===== src/rtl/pc_sequencer.sv =====
// Program-counter sequencer for the fetch stage: owns the PC, runs/halts execution,
// resolves taken branches through the jump table and counts RUN cycles.
module pc_sequencer #(
    parameter int PC_W    = 8,
    parameter int JW      = 6,
    parameter int NUM_TGT = 5,
    parameter int CYC_W   = 16
) (
    input  logic             Clk,
    input  logic             Reset,
    input  logic             Start,
    input  logic             Stall,
    input  logic             Halt_req,
    input  logic             Branch_en,
    input  logic             Branch_cond,
    input  logic [2:0]       Jptr_in,
    input  logic [JW-1:0]    Jump,
    output logic [2:0]       Jptr,
    output logic [PC_W-1:0]  PC,
    output logic             Running,
    output logic             Done,
    output logic             Err,
    output logic [CYC_W-1:0] Cycles
);

    localparam logic [1:0] IDLE = 2'd0;
    localparam logic [1:0] RUN  = 2'd1;
    localparam logic [1:0] HALT = 2'd2;
    localparam logic [1:0] ERR  = 2'd3;

    localparam logic [PC_W-1:0]  PC_MAX  = {PC_W{1'b1}};
    localparam logic [CYC_W-1:0] CYC_MAX = {CYC_W{1'b1}};

    logic [1:0]       state;
    logic [1:0]       next_state;
    logic [PC_W-1:0]  next_pc;
    logic [CYC_W-1:0] next_cycles;
    logic [CYC_W-1:0] cycles_inc;
    logic [PC_W-1:0]  target;
    logic             ptr_bad;

    // Invalid pointer codes alias onto legal-looking table entries, so the check uses the pointer itself.
    assign ptr_bad    = (int'(Jptr_in) >= NUM_TGT);
    assign target     = PC_W'(Jump);
    assign cycles_inc = (Cycles == CYC_MAX) ? Cycles : Cycles + 1'b1;

    assign Jptr    = Branch_en ? Jptr_in : 3'b000;
    assign Running = (state == RUN);
    assign Done    = (state == HALT);
    assign Err     = (state == ERR);

    always_comb begin
        next_state  = state;
        next_pc     = PC;
        next_cycles = Cycles;
        case (state)
            RUN: begin
                if (Start) begin
                    next_pc     = '0;
                    next_cycles = '0;
                end else begin
                    next_cycles = cycles_inc;
                    if (Stall) begin
                        next_pc = PC;
                    end else if (Halt_req) begin
                        next_state = HALT;
                    end else if (Branch_en && Branch_cond) begin
                        if (ptr_bad) begin
                            next_state = ERR;
                        end else begin
                            next_pc = target;
                        end
                    end else if (PC == PC_MAX) begin
                        // Running off the end of program memory is a fault, never a silent wrap.
                        next_state = ERR;
                    end else begin
                        next_pc = PC + 1'b1;
                    end
                end
            end
            default: begin
                if (Start) begin
                    next_state  = RUN;
                    next_pc     = '0;
                    next_cycles = '0;
                end
            end
        endcase
    end

    always_ff @(posedge Clk or posedge Reset) begin
        if (Reset) begin
            state  <= IDLE;
            PC     <= '0;
            Cycles <= '0;
        end else begin
            state  <= next_state;
            PC     <= next_pc;
            Cycles <= next_cycles;
        end
    end

endmodule


===== config.mk =====
export PLATFORM = sky130hd
export DESIGN_NAME = pc_sequencer
export DESIGN_NICKNAME = d
export VERILOG_FILES = /design/src/rtl/pc_sequencer.sv
export SDC_FILE = /design/constraint.sdc
export NUM_CORES = 1
export LEC_CHECK = 0
export CORE_MARGIN = 8
export CORE_UTILIZATION = 30
export CTS_CLUSTER_DIAMETER = 120
export DETAILED_ROUTE_END_ITERATION = 8
export PLACE_DENSITY_LB_ADDON = 0.15
export SLEW_MARGIN = 20
export SYNTH_ARGS = -nofsm -noshare
export SYNTH_HDL_FRONTEND = slang
export SYNTH_SLANG_ARGS = --single-unit

===== constraint.sdc =====
create_clock -name Clk -period 2.39 [get_ports Clk]
set_input_delay 0.239 -clock Clk [delete_from_list [all_inputs] [get_ports Clk]]
set_output_delay 0.239 -clock Clk [all_outputs]
set_load 0.005 [all_outputs]

-- Word-level counts from Yosys, hierarchy flattened
Index checks and enable logic that the tools add are counted.
- register bits after elaboration: 26
- input bits: 16
- output and inout bits: 30
- logic and storage cells: 45
- $add $sub $neg: 2
- reduce and logical (&&, ||, !) cells: 6
- equal/unequal tests: 12
- magnitude comparators: 1
- mux-type cells: 21
- operator list (operator ; number):
    two-way mux 16 bit ; 4
    two-way mux 8 bit ; 8
    adder 16 x 1 -> 16 bit, second input constant ; 1
    == test 16 bit, second input constant ; 1
    two-way mux 2 bit ; 8
    AND reduction 5 bit ; 2
    adder 8 x 1 -> 8 bit, second input constant ; 1
    == test 8 bit, second input constant ; 1
    inequality test 2 bit, second input constant ; 4
    inequality test 3 bit, second input constant ; 2
    == test 2 bit, second input constant ; 2
    inequality test 4 bit, second input constant ; 1
    nonzero test 4 bit ; 1
    greater-or-equal comparator 3 bit, second input constant ; 1
    two-way mux 3 bit ; 1
    == test 2 x 1 -> 1 bit, second input constant ; 1
    AND reduction 2 bit ; 1
    nonzero test 2 bit ; 1
    logical AND 1 bit ; 1

-- Longest topological paths before layout
- depth in word-level cells: 7
- mapped depth: 7
- depth with buffers taken out: 6

-- Least setup slack after synthesis
No wires, ideal clock.
- path type: reg2reg
- start point: register PC[0]
- end point: register PC[0]
- path slack: 0.573 ns
- cell stages (with the launch flop): 7
- library setup time: 0.123 ns
- data required time: 2.267 ns
- arrival: 1.694 ns
- buffers on the path: 0
- period minus slack after synthesis: 1.817 ns
- cells stage by stage: dfrtp_1 -> ha_1 -> nand3_1 -> or4_4 -> nand2_2 -> nor2_1 -> o221a_2
- word-level cells in the longest chain between the ends: 7
- elaborated cells between the ends (all ways): 10
- those cells by class: add/sub: 1; eq/ne: 2; mux: 6; reduce/logical: 1
- RTL lines (element ; line ; RTL):
    start: declaration ; 19 ; output logic [PC_W-1:0] PC,
    start signal: assignment ; 98 ; PC <= next_pc;
    adder 8 x 1 -> 8 bit ; 77 ; next_pc = PC + 1'b1;
    two-way mux 8 bit ; 73 ; end else if (PC == PC_MAX) begin
    two-way mux 8 bit ; 67 ; end else if (Branch_en && Branch_cond) begin
    two-way mux 8 bit ; 65 ; end else if (Halt_req) begin
    two-way mux 8 bit ; 63 ; if (Stall) begin
    two-way mux 8 bit ; 58 ; if (Start) begin
    two-way mux 8 bit ; 56 ; case (state)
Parallel ways exist; a longest one is shown, timed or not. The select of a mux whose other input is x is not followed.
A chain may end at the register's enable or synchronous reset.

-- Final worst setup path
- start point: register PC[1]
- end point: register PC[0]
- word-level cells in the longest chain between the ends: 3
- RTL lines (element ; line):
    == test 8 bit ; 73
    inequality test 3 bit (no source line) ; n/a
    AND reduction 5 bit (no source line) ; n/a
No other way between the ends.

==> impl_metrics.tcl <==
set metrics [dict create \
    status "finished, final reports clean" \
    io_buffers 45 \
    vias_per_cell 5.101 \
    drive_gt1_frac 0.07965 \
    r2r-start "PC[1]" \
    ys_ff_latch 26 \
    synth_nets 197 \
    fp.coreArea_sq_mm 0.005140 \
    clkSinkCount 26 \
    critPathArrivalTime_ns 2.13 \
    crit_start "PC[1]" \
    ctsHoldBuffers 0 \
    hold_viol 0 \
    fin_area_sq_mm 0.002192 \
    final_cell_mix "45 x clkdlybuf4s50_1, 26 x dfrtp_1, 20 x nand2_1" \
    path_delay_family "simple AND/OR/NAND/NOR gates" \
    cts_setup_buffers 0 \
    syn2layout_area_growth_pct 37.20 \
    hp-class "input port to async pin" \
    max_freq_mhz 508.9 \
    worst_slack_ns 0.4251 \
    synthCells 179 \
    grt_use_total 0.1140 \
    power_per_cell_area_mw_per_mm2 426.0 \
    grt_antenna_before_repair 0 \
    route.detailed.drc 0 \
    tightest_slew_ns 0.4487 \
    clock-root-buffer "clkbuf_8" \
    cp_slowest_cell "or4_4" \
    synth_edf_count 0 \
    finalCriticalPeriod_ns 1.965 \
    finClkSkew_ns 0.002957 \
    synth_ff_type "dfrtp_1" \
    grt_max_degree 29 \
    cts_buffers 3 \
    clk_pin_slew_ns 0.09 \
    path_buf_inv 0 \
    critPathMaxFanout 8 \
    initial_core_util 0.3109 \
    worstPathRequired_ns 2.55 \
    worst_setup_path_start_kind "flip-flop" \
    antenna_left 0 \
    clk_latency_ns 0.27 \
    rsz0062_at_grt "no" \
    tns_ns 0 \
    dp_slack_ns 0.3199 \
    path_cells "ha_1, nand3_1, or4_4, nand2_2, nor2_1, o221a_2" \
    ioPinCount 46 \
    relSlewSlack 0.6986 \
    leakage_nw 0.8874 \
    synth_cell_type_count 45 \
    cap_viol_max_count 0 \
    reg2reg_to "PC[0]" \
    drt_iter0_markers 82 \
    fin_crit_sh 0.8221 \
    die_h_um 88.98 \
    rows 26 \
    vdd_drop_max_v 0.0002283 \
    drt_wl_total_um 4330 \
    post_cts_resized 0 \
    place_hpwl_um 3291 \
    grt_pass1_vias 1523 \
    seq_area_frac_synth 0.4072 \
    gp_congestion 0.8589 \
    vias 1510 \
    synth-async-reset-ratio 1.000 \
    grt_overflow 0 \
    rrSetupSlack_ns 0.43 \
    rr_worst_depth 6 \
    diodes 0 \
    dieArea_sq_mm 0.007917 \
    path_class "flip-flop to flip-flop" \
    routedWlPerCell_um 14.63 \
    firstDrtPassIters 4 \
    placed_cell_area_sq_mm 0.002137 \
    maxSlewViolCount 0 \
    ys_warn_count 0 \
    setup-violations-final 0 \
    htreeDepth 1 \
    cts_buffer_depth 2 \
    syn_area_sq_mm 0.001598 \
    fin_nets 245 \
    syn_area_per_cell_sq_um 8.926 \
    slowest_delay_ns 0.59 \
    fp.dieW_um 88.98 \
    p_total_mw 0.9339 \
    cts_tree "done" \
    endpoint_kind "flip-flop" \
    grt_first_pass_wirelength_um 7245 \
    mostFrequentLayoutCell "clkdlybuf4s50_1" \
]
state kept, by name (all words and copies together), names as in the netlist:
name	flops
Cycles	16
PC	8
state	2
where the power goes:
part           switching [mW]  internal, mW  leakage (nW)
Combinational          0.0851        0.0933         0.504
Clock                   0.133         0.147        0.0288
Sequential             0.0209         0.454         0.355
through the flow:
step | hold slack (ns) | instances | utilization
floorplan | 0.2790 | 179 | -
global placement | 0.4968 | 292 | 0.4158
detailed placement | 0.4988 | 292 | 0.4158
CTS | 0.3416 | 296 | 0.4265
global route | 0.3709 | 296 | 0.4265
finish | 0.3232 | 296 | 0.4265
routing by layer:
metal  up-vias  GRT usage  wire length [um]
met5         -          0                 0
met4         0    0.02719                19
met3         2    0.02757               279
met2        42     0.1806              1949
met1       722     0.1515              2082
li1        744          -                 -
worst reg2reg max path: stages, from the launching register on:
cell and delay [ns]:
dfrtp_1 0.42, ha_1 0.23, nand3_1 0.13, or4_4 0.59, nand2_2 0.17, nor2_1 0.07, o221a_2 0.26
synth_stat cells (3+ instances only):
cell type / instances / area (sq um)
a21oi_1: 11 / 55.05
nand3_1: 9 / 45.04
nor2_1: 13 / 48.80
xnor2_1: 8 / 70.07
and2_1: 7 / 43.79
and4_1: 3 / 26.28
o2111ai_1: 3 / 26.28
nor3_1: 12 / 60.06
inv_1: 4 / 15.01
o21ai_0: 12 / 60.06
nand2_1: 20 / 75.07
and3_1: 5 / 31.28
dfrtp_1: 26 / 650.6
a21o_1: 4 / 30.03
clkbuf_1: 4 / 15.01
cells by family (layout without fill, tap and decap cells):
family          Yosys count  after routing  synth area share
flops                    26             26            0.4072
xor+xnor                 10             10           0.05482
compound gates           44             44            0.1793
buf+inv                  11             58           0.03210
fa+ha+maj                 2              2           0.01566
mux                       1              1          0.006265
simple gates             85             85            0.3046
layout make-up:
cell class | instances | area, sq um
inverters | 4 | 15.01
clock buffers | 4 | 55.05
repair buffers | 50 | 488.0
fillers | 550 | 2948
multi-input cells | 142 | 895.9
flip-flops and latches | 26 | 650.6
well taps | 70 | 87.58
worst max-delay path by stage:
stage | endpoint | cells past startpoint
floorplan | PC[0] | 6
global placement | PC[0] | 6
detailed placement | PC[6] | 6
CTS | PC[0] | 6
global route | Cycles[2] | 5
finish | PC[0] | 6
(Power assumes the default switching activity.)
